==> config.mk <==
export PLATFORM = sky130hd
export DESIGN_NAME = toggle_gen_multi
export DESIGN_NICKNAME = d
export VERILOG_FILES = /design/src/rtl/toggle_gen_multi.sv
export SDC_FILE = /design/constraint.sdc
export NUM_CORES = 1
export LEC_CHECK = 0
export ABC_CLOCK_PERIOD_IN_PS = 5300
export BUFFER_PORTS_ARGS = -buffer_cell sky130_fd_sc_hd__buf_2
export CAP_MARGIN = 20
export CORE_ASPECT_RATIO = 0.8
export CORE_MARGIN = 2
export CORE_UTILIZATION = 59
export CTS_CLUSTER_DIAMETER = 200
export DETAILED_ROUTE_END_ITERATION = 12
export HOLD_SLACK_MARGIN = 0.06
export PLACE_DENSITY_LB_ADDON = 0.3
export SLEW_MARGIN = 10
export SYNTH_ARGS = -nofsm -noshare
export SYNTH_HDL_FRONTEND = slang
export SYNTH_SLANG_ARGS = --single-unit
export TNS_END_PERCENT = 5
==> constraint.sdc <==
create_clock -name clk -period 5.3 [get_ports clk]
set_clock_uncertainty 0.2 [all_clocks]
set_input_delay 1.06 -clock clk [delete_from_list [all_inputs] [get_ports clk]]
set_output_delay 1.06 -clock clk [all_outputs]
set_load 0.005 [all_outputs]
==> src/rtl/toggle_gen_multi.sv <==
// Multi-channel square-wave generator with per-channel programmable half-period, enable and global re-align.
// Optional macro TOGGLE_GEN_PULSE_EN adds a registered one-cycle strobe per toggle on edge_pulse.
module toggle_gen_multi #(
    parameter int   NUM_CH    = 4,
    parameter int   CNT_W     = 8,
    parameter logic RST_LEVEL = 1'b0,
    localparam int  CH_W      = (NUM_CH > 1) ? $clog2(NUM_CH) : 1
) (
    input  logic              clk,
    input  logic              rst_n,
    input  logic [NUM_CH-1:0] en,
    input  logic              sync_start,
    input  logic              cfg_valid,
    output logic              cfg_ready,
    input  logic [CH_W-1:0]   cfg_ch,
    input  logic [CNT_W-1:0]  cfg_half,
    output logic              cfg_err,
    output logic [NUM_CH-1:0] out_signal,
    output logic [NUM_CH-1:0] edge_pulse
);

    // Config handshake: a transfer happens on a rising edge where cfg_valid && cfg_ready.
    // cfg_ready is low only while the addressed channel already holds an unapplied value.

    logic [CNT_W-1:0]  cnt_q       [NUM_CH];
    logic [CNT_W-1:0]  half_q      [NUM_CH];
    logic [CNT_W-1:0]  pend_half_q [NUM_CH];
    logic [NUM_CH-1:0] pend_v_q;
    logic [NUM_CH-1:0] out_q;
    logic [NUM_CH-1:0] tog;
    logic              ch_in_range;
    logic              accept;

    always_comb begin
        cfg_ready   = 1'b1;
        ch_in_range = 1'b0;
        for (int i = 0; i < NUM_CH; i++) begin
            if (cfg_ch == CH_W'(i)) begin
                cfg_ready   = ~pend_v_q[i];
                ch_in_range = 1'b1;
            end
        end
    end

    assign accept = cfg_valid & cfg_ready;

    // A toggle is a real level change; the sync_start reload is not one.
    always_comb begin
        tog = '0;
        for (int i = 0; i < NUM_CH; i++) begin
            tog[i] = ~sync_start & en[i] & (cnt_q[i] == half_q[i]);
        end
    end

    always_ff @(posedge clk or negedge rst_n) begin
        if (!rst_n) begin
            for (int i = 0; i < NUM_CH; i++) begin
                cnt_q[i]       <= '0;
                half_q[i]      <= '0;
                pend_half_q[i] <= '0;
            end
            pend_v_q <= '0;
            out_q    <= {NUM_CH{RST_LEVEL}};
            cfg_err  <= 1'b0;
        end else begin
            for (int i = 0; i < NUM_CH; i++) begin
                if (sync_start || !en[i] || tog[i]) begin
                    // Every cnt==0 point is a safe place to switch half-period.
                    cnt_q[i] <= '0;
                    if (pend_v_q[i]) begin
                        half_q[i]   <= pend_half_q[i];
                        pend_v_q[i] <= 1'b0;
                    end
                    if (sync_start) begin
                        out_q[i] <= RST_LEVEL;
                    end else if (tog[i]) begin
                        out_q[i] <= ~out_q[i];
                    end
                end else begin
                    cnt_q[i] <= cnt_q[i] + CNT_W'(1);
                end
                // A new accept only happens when pend_v is clear, so it never races the apply above.
                if (accept && cfg_ch == CH_W'(i)) begin
                    pend_half_q[i] <= cfg_half;
                    pend_v_q[i]    <= 1'b1;
                end
            end
            if (accept && !ch_in_range) begin
                cfg_err <= 1'b1;
            end
        end
    end

    assign out_signal = out_q;

`ifdef TOGGLE_GEN_PULSE_EN
    logic [NUM_CH-1:0] pulse_q;

    always_ff @(posedge clk or negedge rst_n) begin
        if (!rst_n) begin
            pulse_q <= '0;
        end else begin
            pulse_q <= tog;
        end
    end

    assign edge_pulse = pulse_q;
`else
    assign edge_pulse = '0;
`endif

endmodule

# Word level (Yosys, flattened, before mapping)
# Cells that the tools add are included.
word_totals:
  ff_bits: 105
  input_bits: 18
  out_inout_bits: 10
  wordCells: 113
op_classes:
  addsub: 4
  eq_ne: 7
  muxes: 28
  n_bitwise: 18
  reduce_logical: 35
ops:
  columns: ["operator", "n"]
  rows:
  - ["$add A8 B1 Y8 const B", 4]
  - ["$eq A8 B8 Y1", 4]
  - ["$mux W8", 4]
  - ["$mux W1", 24]
  - ["$reduce_and A2 Y1", 8]
  - ["$reduce_bool A2 Y1", 8]
  - ["$and A1 B1 Y1", 9]
  - ["$not A1 Y1", 9]
  - ["$logic_or A1 B1 Y1", 8]
  - ["$logic_and A1 B1 Y1", 5]
  - ["$logic_not A1 Y1", 5]
  - ["$eq A2 B2 Y1 const B", 2]
  - ["$eq A2 B1 Y1 const B", 1]
  - ["$logic_not A2 Y1", 1]

# Logic depth before layout (Yosys ltp)
# Gate-level depths: netlist of the first run.
depth:
  word_depth: 8
  depth_mapped: 5
  ltp_nobuf: 4

# Worst setup path before layout of the first run
# Ideal clock, no wire load.
synth_path:
  kind: "input port to output port"
  startpoint: "in cfg_ch[0]"
  endpoint: "out cfg_ready"
  arrival_ns: 1.754
  slack_ns: 2.286
  cell_stages: 3
  cell_sequence: "buf_4 > mux4_2 > inv_1"
synth_via:
  elab_chain_len: 5
synth_lines:
  columns: ["item", "line_no", "text"]
  rows:
  - ["from (decl)", "15", "input logic [CH_W-1:0] cfg_ch,"]
  - ["$logic_not A2 Y1", "38", "if (cfg_ch == CH_W'(i)) begin"]
  - ["$mux W1 (3 in a row)", "38", null]
  - ["$mux W1 *", "38", null]
  - ["to (decl)", "14", "output logic cfg_ready,"]
# Mark *: on every way between the ends. The rest lies on a longest branch, timed or not.

# Worst setup path after layout of the first run
# Ends and elaborated chain as after synthesis.

==> run summary, run 1 <==
Initial Utilization: 60.4%
Post-synth top area cell: dfrtp_1
Vias: 3492
Internal power: 1.34 mW
Clock power frac: 27.9%
Post-DR wirelength/cell: 16.4 µm
Sequential share of power: 56.1%
CP Cell Sequence: buf_2 -> mux4_2 -> inv_1 -> buf_2
Yosys cell types: 33
Clock Latency Late Sink: 0.37 ns
Placeable core area: 8410 µm²
Fmax: 0.316 GHz
Multiplexer share of the synthesized area: 7.54%
Post-Syn Area: 5080 µm²
TritonCTS clock tree: yes
Depth of the CTS H-tree: 3
Gate power share: 15.9%
Syn. warnings: 0
Synth Area in Compound Gates: 12.0%
Die ar.: 9370 µm²
Seq/Total Area, Yosys: 51.7%
Main flop type after synthesis: dfrtp_1
Pre-Repair DR Iteration Count: 4
Highest-delay cell along the critical path: mux4_2
Critical Path Source Type: input port
XOR/XNOR Fraction of Synth Area: 9.66%
Final HPWL DP: 6680 µm
Setup WS pre-CTS: 2.13 ns
Yosys reg bits: 105
CTS Buf Count: 9
Crit share post-route: 59.6%
Post-synth EDFFs: 0
Syn Area/Cell: 11.0 µm²
Post-CTS setup buffer count: 0
Die Wd: 108 µm
Max-cap violations: 0
Sw frac: 27.4%
Inserted Diodes: 0
Worst EP arrival: 1.90 ns
Final worst slack: 2.14 ns
Crit path buffers/inverters: 3
First-pass GRT wire length: 16400 µm
Hold Violations, Final: 0
Remaining global-route overflow: 0
Largest net degree at the start of global routing: 75
Slew headroom: 39.7%
CP Max Fanout: 5
Largest stage delay, worst path: 0.51 ns
RSZ-0062 raised after global routing: false
Final setup fails: 0
Max clock buf depth: 2
Sw Pwr: 0.507 mW
Hold_ws: 0.183 ns
Largest family of logic cells by synthesized area: simple AND/OR/NAND/NOR gates
Die Y: 87.0 µm
Synth async-reset ratio: 100%
IO Pins: 28
Adder-Cell Fraction of Synth Area: 0.985%
Yosys top cell area share: 51.7%
Post-Route WL: 9660 µm
Pins Over Slew Limit: 0
IO Port Bufs: 23
Cells after Synth: 461
Commonest cells in the netlist: dfrtp_1, o211ai_1, nand2_1
Worst slew pin tran: 0.905 ns
Most frequent cell after synthesis: dfrtp_1
Setup TNS: 0 ns
Overall Power: 1.85 mW
Remaining DRCs: 0
Final non-filler cell area: 5430 µm²
Final nets: 495
Vias per cell: 5.92
HP Class: flip-flop to flip-flop
Initial drt markers: 246
Max VDD drop: 0.000228 V
CTS root buf: clkbuf_8
Status: completed
Cell Pwr Density: 340 nW/µm²
Placement Rows: 30
Post-CTS Hold Fix Bufs: 0
Synth Area in Simple Gates: 14.8%
Crit path kind: input port to output pin
Number of global-route vias before repair: 3360
Dominant cells by area after synthesis: dfrtp_1, o211ai_1, mux2_2
Non-Filler Instances: 590
RePlAce Congestion: 0.792
Placed instance area: 5230 µm²
Most used cell, CP: buf_2
Post-CTS resize count: 0
Delay-heaviest family, CP: multiplexers
Total GRT Usage: 22.5%
Final core utilization: 64.6%
Layout cells sized above 1: 16.7%
Synthesis-to-layout area growth: 6.97%
Post-Place Cells: 574
Worst setup EP type: output pin
Clk sinks: 105
Critical Path RT: 4.04 ns
Tmin final: 3.16 ns
Initial antenna violation count: 0
Register clock-pin slew on the reported worst setup and hold paths: 0.08 ns
ANT nets after route: 0
Static Leak: 2.23 nW
[cell type report]
| class | instances | area (µm²) |
|---|---|---|
| Fill cell | 693 | 2980 |
| Timing Repair Buffer | 25 | 133 |
| Sequential cell | 105 | 2630 |
| Multi-Input combinational cell | 326 | 2300 |
| Inverter | 6 | 22.5 |
| Clock inverter | 2 | 35.0 |
| Clock buffer | 14 | 173 |
| Tap cell | 112 | 140 |
[flip-flops by register name (all words and copies together) (netlist names)]
signal	cells
pend_half_q	32
pend_v_q	4
half_q	32
out_signal	4
cfg_err	1
cnt_q	32
[layout by cell type (no fill, tap or decap), types with 5 or more instances in the layout]
cell      instances
nand2_1          41
o211ai_1         64
inv_1             5
nand3_1          20
nor2_1           28
xor2_1           20
xnor2_1          36
dfrtp_1         105
clkbuf_8         12
mux2_2           32
nand2b_1         24
nand4_1           8
and3_1            8
buf_2            22
[final timing paths]
| kind | startpoint | depth (start not counted) | to | slack (ns) |
|---|---|---|---|---|
| setup / recovery | cfg_ch[0] | 4 | cfg_ready | 2.14 |
| max in group asynchronous | rst_n | 2 | cnt_q[13] | 3.37 |
| min in group asynchronous | rst_n | 1 | cnt_q[28] | 0.60 |
| setup reg to reg | cnt_q[2] | 4 | out_signal[3] | 3.19 |
| hold / removal | cfg_err | 0 | cfg_err | 0.18 |
| hold reg to reg | cfg_err | 0 | cfg_err | 0.18 |
[layer usage]
layer / share of wire, % / GRT usage (%) / vias to the layer above
met5: 0 / 0 / -
met4: 0.77 / 5.59 / 0
met3: 3.6 / 5.16 / 11
met2: 48 / 36.4 / 51
met1: 47 / 31.1 / 1789
li1: - / - / 1641
[power by group through the flow]
stage	combinational [mW]	clock (mW)	sequential, mW
after floorplan	0.244	0	1.02
after global placement	0.281	0	1.05
after detailed placement	0.297	0	1.05
after CTS	0.299	0.528	1.04
after global routing	0.332	0.557	1.06
final	0.295	0.516	1.04
[cell families (layout without fill, tap and decap cells)]
kind of cell    after synthesis  in the layout
xor+xnor                     56             56
mux                          33             33
other cells                   1              4
compound gates               84             84
flops                       105            105
fa+ha+maj                     4              4
buf+inv                      33             47
simple gates                145            145
Note: power is estimated with default switching activity, not from simulation.
==> run 2: changes to the inputs <==
--- a/config.mk
+++ b/config.mk
@@ -5,7 +5,7 @@
 export SDC_FILE = /design/constraint.sdc
 export NUM_CORES = 1
 export LEC_CHECK = 0
-export ABC_CLOCK_PERIOD_IN_PS = 5300
+export ABC_CLOCK_PERIOD_IN_PS = 3150
 export BUFFER_PORTS_ARGS = -buffer_cell sky130_fd_sc_hd__buf_2
 export CAP_MARGIN = 20
 export CORE_ASPECT_RATIO = 0.8
==> constraint.sdc (replaced) <==
create_clock -name clk -period 3.15 [get_ports clk]
set_clock_uncertainty 0.2 [all_clocks]
set_input_delay 0.63 -clock clk [delete_from_list [all_inputs] [get_ports clk]]
set_output_delay 0.63 -clock clk [all_outputs]
set_load 0.005 [all_outputs]
==> run 2 against run 1 <==
- total power increased by 64%
- largest cell class unchanged
- register-to-register slack got worse by 2.2 ns
- sequential power increased by 67%
- highest routed layer unchanged
- sequential share of layout area decreased by 0.19 points
- largest power group unchanged
==> run summary, run 2 (same netlist as run 1, synthesis figures left out) <==
Pins Over Slew Limit: 0
Die Wd: 108 µm
RSZ-0062 raised after global routing: false
Hold Violations, Final: 0
IO Pins: 28
Initial antenna violation count: 0
Met1 Use GR: 31.6%
Total GRT Usage: 22.5%
Post-Route WL: 9520 µm
Synthesis-to-layout area growth: 7.39%
Number of global-route vias before repair: 3460
Final-layout fill cell count: 656
Static Leak: 2.24 nW
CTS root buf: clkbuf_8
Status: completed
Crit path kind: flip-flop to output pin
Fmax: 0.401 GHz
Post-DR wirelength/cell: 16.0 µm
Placeable core area: 8410 µm²
Commonest cells after routing, fill and taps aside: dfrtp_1, o211ai_1, nand2_1
Max clock buf depth: 2
Remaining global-route overflow: 0
Vias per cell: 5.77
Layout cells sized above 1: 17.5%
CTS Buf Count: 9
Most common cell after layout, fill and taps aside: dfrtp_1
Crit share post-route: 79.2%
Remaining DRCs: 0
Critical Path Source Type: flip-flop
GR Util met3: 4.26%
Initial Utilization: 60.4%
Final setup fails: 0
Setup TNS: 0 ns
HP Class: flip-flop to flip-flop
Die Y: 87.0 µm
Worst slew pin tran: 0.611 ns
Clk sinks: 105
CP Max Fanout: 19
Final nets: 498
Final non-filler cell area: 5450 µm²
Tmin final: 2.49 ns
Placed instance area: 5250 µm²
RePlAce Congestion: 0.808
Max-cap violations: 0
Initial drt markers: 150
Inserted Diodes: 0
Final HPWL DP: 6690 µm
Pre-Repair DR Iteration Count: 4
FF/Latch Area: 2630 µm²
Largest net degree at the start of global routing: 46
Register clock-pin slew on the reported worst setup and hold paths: 0.08 ns
Post-CTS setup buffer count: 0
Worst EP arrival: 1.66 ns
IO Port Bufs: 23
Max VDD drop: 0.000356 V
Depth of the CTS H-tree: 3
Global routing usage on met2: 36.1%
TritonCTS clock tree: yes
Die ar.: 9370 µm²
Worst setup EP type: output pin
Slew headroom: 59.1%
Placement Rows: 30
ANT nets after route: 0
Critical Path RT: 2.32 ns
Top flop regs: cnt_q x32, half_q x32, pend_half_q x32
Multi-input logic area: 2300 µm²
GRT Max-Usage Layer: met2
Cell Pwr Density: 557 nW/µm²
Clock Latency Late Sink: 0.36 ns
First-pass GRT wire length: 16500 µm
Vias: 3424
-- run 2: worst paths after layout --
check	cells past startpoint	slack, ns	endpoint	from
worst max-delay path	3	0.66	cfg_ready	pend_v_q[2]
worst min-delay path	0	0.18	cfg_err	cfg_err
worst max register to register	4	1.01	out_signal[3]	cnt_q[0]
worst min register to register	0	0.18	cfg_err	cfg_err
max in group asynchronous	3	1.47	half_q[14]	rst_n
min in group asynchronous	2	0.59	cnt_q[29]	rst_n
-- run 2: layer usage --
metal  up-vias  wire length (µm)
met5         -                 0
met4         0                68
met3         6               272
met2        44              4540
met1      1731              4630
li1       1643                 -
-- run 2: critical path: stages, from the launching register on --
cell and delay, ns:
dfrtp_1 0.61, mux4_2 0.55, inv_1 0.06, buf_2 0.10
-- run 2: cell type report --
cell class                 instances  area share (%)
clock buffer                      12            3.03
clock inverter                     4           0.482
sequential                       105            48.2
multi-input combinational        326            42.2
inverter                           6           0.413
tap                              112            2.57
timing repair buffer              28            3.12
-- run 2: timing repair --
action	4_1_cts	5_1_grt
resized for setup	0	0
endpoints found under the hold margin	22	0
hold buffers	1	0
-- run 2: through the flow --
stage	std cells	util (%)	setup slack (ns)	power, mW	hold slack [ns]
after floorplan	464	-	0.996	2.12	0.134
after global placement	576	62.5	0.847	2.24	0.160
after detailed placement	576	62.5	0.834	2.28	0.163
after CTS	593	64.9	0.642	3.07	0.184
after global routing	593	64.9	0.588	3.21	0.189
final	593	64.9	0.656	3.04	0.184
-- run 2: power by group --
| part | switching (mW) | total [mW] | internal [mW] |
|---|---|---|---|
| Clock | 0.438 | 0.789 | 0.351 |
| Combinational | 0.235 | 0.505 | 0.269 |
| Sequential | 0.184 | 1.74 | 1.56 |
==> run 3: changes to the inputs <==
--- a/config.mk
+++ b/config.mk
@@ -5,7 +5,7 @@
 export SDC_FILE = /design/constraint.sdc
 export NUM_CORES = 1
 export LEC_CHECK = 0
-export ABC_CLOCK_PERIOD_IN_PS = 3150
+export ABC_CLOCK_PERIOD_IN_PS = 2500
 export BUFFER_PORTS_ARGS = -buffer_cell sky130_fd_sc_hd__buf_2
 export CAP_MARGIN = 20
 export CORE_ASPECT_RATIO = 0.8
==> constraint.sdc (replaced) <==
create_clock -name clk -period 2.5 [get_ports clk]
set_clock_uncertainty 0.2 [all_clocks]
set_input_delay 0.5 -clock clk [delete_from_list [all_inputs] [get_ports clk]]
set_output_delay 0.5 -clock clk [all_outputs]
set_load 0.005 [all_outputs]
==> run 3 against run 2 <==
- via count grew 1.3%
- register-to-register slack lost 0.61 ns
- combinational power grew 31%
- global-route usage is essentially flat
- total power grew 27%
- first-iteration DRC count grew 5.3%
- largest cell class unchanged
==> run summary, run 3 (same netlist as run 1, synthesis figures left out) <==
Status: completed
CTS Buf Count: 9
Largest net degree at the start of global routing: 45
Crit share post-route: 93.4%
CP Cell Sequence: mux4_2 -> inv_1 -> buf_2
Die Y: 87.0 µm
Worst slew pin tran: 0.635 ns
Multi-input logic area: 2300 µm²
Largest stage delay, worst path: 0.58 ns
RePlAce Congestion: 0.841
Final HPWL DP: 6860 µm
Initial antenna violation count: 0
Post-CTS Hold Fix Bufs: 1
Pre-Repair DR Iteration Count: 4
Worst setup EP type: output pin
RSZ-0062 raised after global routing: false
Die Wd: 108 µm
Setup TNS: 0 ns
Vias per cell: 5.74
Final nets: 509
Slew headroom: 57.5%
Non-Filler Instances: 604
Initial drt markers: 158
Critical Path RT: 1.80 ns
Total GRT Usage: 22.4%
Post-CTS setup buffer count: 0
Critical Path Source Type: flip-flop
Top flop regs: cnt_q x32, half_q x32, pend_half_q x32
Post-DR wirelength/cell: 16.0 µm
Crit path kind: flip-flop to output pin
ANT nets after route: 0
IO Port Bufs: 23
Final setup fails: 0
Hold Violations, Final: 0
Fmax: 0.428 GHz
Placement Rows: 30
Tmin final: 2.33 ns
Clk sinks: 105
Register clock-pin slew on the reported worst setup and hold paths: 0.09 ns
Highest-delay cell along the critical path: dfrtp_1
Delay-heaviest family, CP: flip-flops
Number of global-route vias before repair: 3456
Crit path buffers/inverters: 2
FF/Latch Area: 2630 µm²
Placeable core area: 8410 µm²
Initial Utilization: 60.4%
Pins Over Slew Limit: 0
Vias: 3468
Depth of the CTS H-tree: 3
Max VDD drop: 0.000358 V
Cell Pwr Density: 695 nW/µm²
Inserted Diodes: 0
Max-cap violations: 0
Clock Latency Late Sink: 0.37 ns
Post-Route WL: 9690 µm
Synthesis-to-layout area growth: 9.29%
HP Class: flip-flop to flip-flop
Die ar.: 9370 µm²
CP Max Fanout: 19
IO Pins: 28
Worst EP arrival: 1.63 ns
Most common cell after layout, fill and taps aside: dfrtp_1
Final-layout fill cell count: 635
Post-CTS resize count: 0
Commonest cells after routing, fill and taps aside: dfrtp_1, o211ai_1, nand2_1
Remaining DRCs: 0
Static Leak: 2.29 nW
First-pass GRT wire length: 16400 µm
Layout cells sized above 1: 19.1%
CTS root buf: clkbuf_8
TritonCTS clock tree: yes
Remaining global-route overflow: 0
Max clock buf depth: 2
Post-Place Cells: 587
run 3: cell count changes in the layout (fill, tap and decap cells not counted):
cell / change
buf_4: +10
clkinv_2: -2
buf_12: +1
clkbuf_1: +1
clkinvlp_4: +1
run 3: cell type report:
class                      count  share of cell area, %
clock inverter                 3                  0.428
inverter                       6                  0.406
clock buffer                  13                   3.04
multi-input combinational    326                   41.5
timing repair buffer          39                   4.78
sequential                   105                   47.3
tap                          112                   2.52
run 3: power breakdown:
part	internal [mW]	switching (mW)
clock	0.447	0.562
combinational	0.354	0.307
sequential	1.97	0.224
run 3: metrics by stage:
stage	worst slack [ns]	power [mW]	hold slack, ns	util [%]	cell area [µm²]
floorplan	0.606	2.68	0.00441	-	5090
detailed placement	0.447	2.89	0.164	63.6	5350
finish	0.165	3.86	0.185	66.0	5550
global route	0.0982	4.06	0.208	66.0	5550
global placement	0.458	2.85	0.160	63.6	5350
CTS	0.156	3.89	0.186	66.0	5550
run 3: path summary, 6_finish.rpt:
path,from,endpoint,slack (ns),cells after the start
max,pend_v_q[0],cfg_ready,0.17,3
min,cfg_err,cfg_err,0.18,0
max reg2reg,cnt_q[9],cnt_q[14],0.40,4
min reg2reg,cfg_err,cfg_err,0.18,0
max in group asynchronous,rst_n,pend_half_q[9],1.10,3
min in group asynchronous,rst_n,cnt_q[27],0.41,2
run 3: layer usage:
layer	vias up	global-route usage [%]	share of wire, %
met5	-	0	0
met3	12	5.09	3.7
li1	1672	-	-
met1	1720	30.3	47
met2	64	36.7	48
met4	0	6.76	1.2
run 3: worst register-to-register path, cell delays in order (launching register included):
cell and delay, ns:
dfrtp_1 0.43, xnor2_1 0.20, nand4_1 0.45, o21ai_1 0.58, nor2_1 0.11
